$ cat src/rtl/shift_arbiter.sv
// shift_arbiter
// Two-requester round-robin front end for one shared, purely combinational
// barrel shifter. One operation is in flight at a time:
//   IDLE -> accept a request (req<i>_ready pulses in the same cycle)
//   EXEC -> latched operands drive the shifter, the result is captured
//   RESP -> result is held on rsp_* until rsp_ready
//
// Ports
//   clk, rst                  clock (rising edge), synchronous active-high reset
//   req<i>_valid/_ready       request handshake, i in {0,1}
//   req<i>_a/_b/_op           operand, shift amount, op (00 SLL, 01 SRL, 10 SRA, 11 illegal)
//   sh_a/sh_b/sh_extn         operand, amount and right-shift fill bit to the shifter
//   sh_lshift/sh_rshift       left / right results returned by the shifter
//   rsp_valid/rsp_ready       response handshake
//   rsp_data/rsp_id/rsp_err   result, originating requester, illegal-op flag
module shift_arbiter #(
  parameter int DATA_W = 32,
  localparam int SH_W = $clog2(DATA_W)
) (
  input  logic              clk,
  input  logic              rst,
  input  logic              req0_valid,
  output logic              req0_ready,
  input  logic [DATA_W-1:0] req0_a,
  input  logic [SH_W-1:0]   req0_b,
  input  logic [1:0]        req0_op,
  input  logic              req1_valid,
  output logic              req1_ready,
  input  logic [DATA_W-1:0] req1_a,
  input  logic [SH_W-1:0]   req1_b,
  input  logic [1:0]        req1_op,
  output logic [DATA_W-1:0] sh_a,
  output logic [SH_W-1:0]   sh_b,
  output logic              sh_extn,
  input  logic [DATA_W-1:0] sh_lshift,
  input  logic [DATA_W-1:0] sh_rshift,
  output logic              rsp_valid,
  input  logic              rsp_ready,
  output logic [DATA_W-1:0] rsp_data,
  output logic              rsp_id,
  output logic              rsp_err
);

  typedef enum logic [1:0] {
    IDLE,
    EXEC,
    RESP
  } state_t;

  localparam logic [1:0] OP_SLL = 2'b00;
  localparam logic [1:0] OP_SRL = 2'b01;
  localparam logic [1:0] OP_SRA = 2'b10;
  localparam logic [1:0] OP_ILL = 2'b11;

  state_t              state;
  state_t              state_nxt;
  logic                last_grant;
  logic                grant_id;
  logic                accept;
  logic [DATA_W-1:0]   sel_a;
  logic [SH_W-1:0]     sel_b;
  logic [1:0]          sel_op;
  logic [1:0]          op_p0;
  logic                id_p0;

  function automatic logic [DATA_W-1:0] select_result(
    input logic [1:0]        op,
    input logic [DATA_W-1:0] lsh,
    input logic [DATA_W-1:0] rsh
  );
    case (op)
      OP_SLL:         return lsh;
      OP_SRL, OP_SRA: return rsh;
      default:        return '0;
    endcase
  endfunction

  always_comb begin
    state_nxt  = state;
    accept     = 1'b0;
    req0_ready = 1'b0;
    req1_ready = 1'b0;
    // Contention goes to whoever was not granted last; otherwise the lone requester.
    if (req0_valid && req1_valid) begin
      grant_id = ~last_grant;
    end else begin
      grant_id = req1_valid;
    end
    sel_a  = grant_id ? req1_a  : req0_a;
    sel_b  = grant_id ? req1_b  : req0_b;
    sel_op = grant_id ? req1_op : req0_op;
    case (state)
      IDLE: begin
        if (!rst && (req0_valid || req1_valid)) begin
          accept     = 1'b1;
          req0_ready = ~grant_id;
          req1_ready = grant_id;
          state_nxt  = EXEC;
        end
      end
      EXEC: state_nxt = RESP;
      RESP: begin
        if (rsp_ready) begin
          state_nxt = IDLE;
        end
      end
      default: state_nxt = IDLE;
    endcase
  end

  always_ff @(posedge clk) begin
    if (rst) begin
      state      <= IDLE;
      last_grant <= 1'b1;
    end else begin
      state <= state_nxt;
      if (accept) begin
        last_grant <= grant_id;
      end
    end
  end

  // Stage 0: request capture; the shifter-facing registers double as the operand latch.
  always_ff @(posedge clk) begin
    if (rst) begin
      sh_a    <= '0;
      sh_b    <= '0;
      sh_extn <= 1'b0;
      op_p0   <= OP_SLL;
      id_p0   <= 1'b0;
    end else if (accept) begin
      sh_a    <= sel_a;
      sh_b    <= sel_b;
      sh_extn <= (sel_op == OP_SRA) && sel_a[DATA_W-1];
      op_p0   <= sel_op;
      id_p0   <= grant_id;
    end
  end

  // Stage 1: result capture at the end of EXEC, held through RESP.
  always_ff @(posedge clk) begin
    if (rst) begin
      rsp_data <= '0;
      rsp_id   <= 1'b0;
      rsp_err  <= 1'b0;
    end else if (state == EXEC) begin
      rsp_data <= select_result(op_p0, sh_lshift, sh_rshift);
      rsp_id   <= id_p0;
      rsp_err  <= (op_p0 == OP_ILL);
    end
  end

  assign rsp_valid = (state == RESP);

endmodule
$ cat config.mk
export PLATFORM = sky130hd
export DESIGN_NAME = shift_arbiter
export DESIGN_NICKNAME = d
export VERILOG_FILES = /design/src/rtl/shift_arbiter.sv
export SDC_FILE = /design/constraint.sdc
export NUM_CORES = 1
export LEC_CHECK = 0
export CAP_MARGIN = 5
export CORE_ASPECT_RATIO = 0.7
export CORE_MARGIN = 2
export CORE_UTILIZATION = 40
export CTS_BUF_LIST = sky130_fd_sc_hd__clkbuf_16
export CTS_CLUSTER_DIAMETER = 30
export DETAILED_ROUTE_END_ITERATION = 10
export PLACE_DENSITY = 0.87
export SETUP_SLACK_MARGIN = 0.15
export SLEW_MARGIN = 20
export SYNTH_ARGS = -nofsm -noshare
export SYNTH_HDL_FRONTEND = slang
export SYNTH_SLANG_ARGS = --single-unit
$ cat constraint.sdc
create_clock -name clk -period 4.65 [get_ports clk]
set_input_delay 0.465 -clock clk [delete_from_list [all_inputs] [get_ports clk]]
set_output_delay 0.465 -clock clk [all_outputs]
set_load 0.05 [all_outputs]
==> results_dict.tcl <==
set metrics [dict create \
    status "completed" \
    slew_headroom 0.333 \
    antenna_found_initial 0 \
    cts_max_level 3 \
    swShare 0.328 \
    synth-seq-area-share 0.432 \
    n_antenna_cell 0 \
    clock_tree.root_cell "clkbuf_16" \
    wl_per_cell_um 15.7 \
    initial_core_util 0.419 \
    row_count 28 \
    cp_top_family "buffers and inverters" \
    drt.antenna.violating_nets 0 \
    multi_input_area_um2 1840 \
    ys_ff_latch 78 \
    synth_area_um2 3610 \
    overflow 0 \
    wl_um 10700 \
    yosys_warnings 0 \
    cts_resized 0 \
    ys_types 24 \
    clock-sinks 78 \
    first_iter_violations 136 \
    grt_max_degree 79 \
    power_frac_clock 0.314 \
    ir_drop_mv 0.218 \
    final_net_count 705 \
    die_area_um2 9820 \
    grt_pass1_wl_um 17400 \
    combPwrFrac 0.336 \
    drc_errors 0 \
    tns_ps 0 \
    worstSetupPathType "input pin to output port" \
    cp_common_cell "clkdlybuf4s50_1" \
    hold_class "flop to flop" \
    io_pins 222 \
    final_cell_mix "220 x clkdlybuf4s50_1, 78 x dfxtp_1, 75 x nor2_1, 40 x mux2i_1, 38 x a211oi_2" \
    worst_slew_pin_slew_ps 1000 \
    drv_cap 0 \
    cts_setup_buffers 0 \
    crit_buf_inv 4 \
    tritoncts "done" \
    avgSynthCellArea_um2 10.2 \
    numCtsBuffers 9 \
    end_kind "output port" \
    synth_cells 355 \
    fin_skew_ps 8.62 \
    vias 3469 \
    max_freq_mhz 327 \
    fillers 672 \
    cp_cell_sequence "clkdlybuf4s50_1, nor2_1, or4_4, clkinv_4, nand2_1, inv_1, clkdlybuf4s50_1" \
    first_global_vias 3543 \
    p_leak_nw 2.28 \
    max_stage_delay_ps 800 \
    seq_area_um2 1560 \
    grt_setup_unrepaired "no" \
    dp_hpwl_um 7890 \
    p_sw_uw 712 \
    core_area_um2 8620 \
    die_y_um 83.5 \
    ctsHoldBuffers 0 \
    routabilityCongestion 0.748 \
    p_per_area_nw_per_um2 355 \
    drive_gt1_frac 0.114 \
    start_kind "input pin" \
    final_common_cell "clkdlybuf4s50_1" \
    viasPerCell 5.10 \
    stdcell_count 680 \
    critPathArrivalTime_ps 2600 \
    dr.pass1.iters 4 \
    pwr-share-seq 0.350 \
    cts_buffer_depth 2 \
    grt_usage 0.213 \
    critical_path_required_ps 4180 \
    finalSetupViolations 0 \
    area_delta_synth_final_pct 69.0 \
    period_needed_ps 3060 \
    placement.io_buffers 221 \
    synthesis.nets 505 \
    place_inst 664 \
    period_share 0.658 \
    cts.clk_slew.worst_paths_ps 60 \
    critPathSlowestCell "clkdlybuf4s50_1" \
    fp.dieW_um 118 \
    drv_slew 0 \
    hold_viol 0 \
    internal-power_mw 1.46 \
    clk_latency_ps 320 \
    critPathMaxFanout 7 \
]
-- logic make-up (layout without fill, tap and decap cells) --
family	count (synthesis)	in the layout	synth area share
and+or+nand+nor	85	85	0.0939
AOI/OAI and AO/OA	108	108	0.286
muxes	41	41	0.114
buffers and inverters	40	245	0.0638
DFF	78	78	0.432
adders and majority gates	3	3	0.0104
-- Yosys cell counts --
library cell  count  area share
a211oi_1          1      0.0021
a211oi_2         38        0.13
a21boi_0          1      0.0021
a21oi_1           4      0.0055
a22o_1           32       0.078
a22oi_1          32       0.067
buf_1             2      0.0021
buf_2             6      0.0083
buf_4             3      0.0062
buf_6             6       0.019
buf_8             1      0.0042
clkbuf_1         18       0.019
clkinv_4          1      0.0024
dfxtp_1          78        0.43
ha_1              3       0.010
inv_1             3      0.0031
mux2_2            1      0.0031
mux2i_1          40        0.11
nand2_1           4      0.0042
nand2b_1          2      0.0035
nand4b_1          1      0.0024
nor2_1           76       0.079
nor2b_1           1      0.0017
or4_4             1      0.0031
-- power by group through the flow --
stage,combinational [mW],sequential (mW),clock [mW]
4_1_cts,0.732,0.759,0.692
5_1_grt,0.770,0.766,0.726
6_report,0.729,0.759,0.680
3_3_place_gp,0.716,0.770,0
3_5_place_dp,0.729,0.772,0
2_1_floorplan,0.275,0.956,0
-- per-layer routing --
layer	up-vias	track usage	share of wire
met4	0	0.0482	0.0078
li1	1694	-	-
met2	130	0.379	0.50
met1	1639	0.250	0.42
met5	-	0	0
met3	6	0.0724	0.074
-- tightest hold or removal path, stage by stage (launching register included) --
cell	delay [ps]
dfxtp_1	310
nand2_1	60
a21oi_1	60
-- per-stage QoR --
step / power (mW) / hold WS (ps) / area (um2) / worst slack, ps / utilization
after floorplan: 1.23 / 432 / 3610 / 2330 / -
after global placement: 1.49 / 470 / 5800 / 1650 / 0.673
after detailed placement: 1.50 / 464 / 5810 / 1610 / 0.674
after CTS: 2.18 / 473 / 6100 / 1600 / 0.708
after global routing: 2.26 / 496 / 6100 / 1520 / 0.708
final: 2.17 / 471 / 6100 / 1590 / 0.708
-- flip-flops by register name (all words and copies together) (netlist names) --
name and cells:
rsp_data 32, rsp_id 1, sh_a 32, rsp_err 1
state 2, last_grant 1, id_p0 1, op_p0 2
sh_extn 1, sh_b 5
-- cell type report --
type,instances,area share
timing repair buffer,225,0.367
clock inverter,7,0.0109
tap,120,0.0246
multi-input combinational,237,0.302
sequential,78,0.256
clock buffer,9,0.0369
inverter,4,0.00328
-- path summary, 6_finish.rpt --
kind	startpoint	to	slack (ps)	cells after the start
max	req0_valid	req1_ready	1590	7
min	id_p0$_SDFFE_PP0P_	id_p0$_SDFFE_PP0P_	470	2
max reg2reg	state[1]$_SDFFE_PP0P_	sh_a[25]$_SDFFE_PP0P_	2450	5
min reg2reg	id_p0$_SDFFE_PP0P_	id_p0$_SDFFE_PP0P_	470	2
Power figures use the tool's default switching activity.
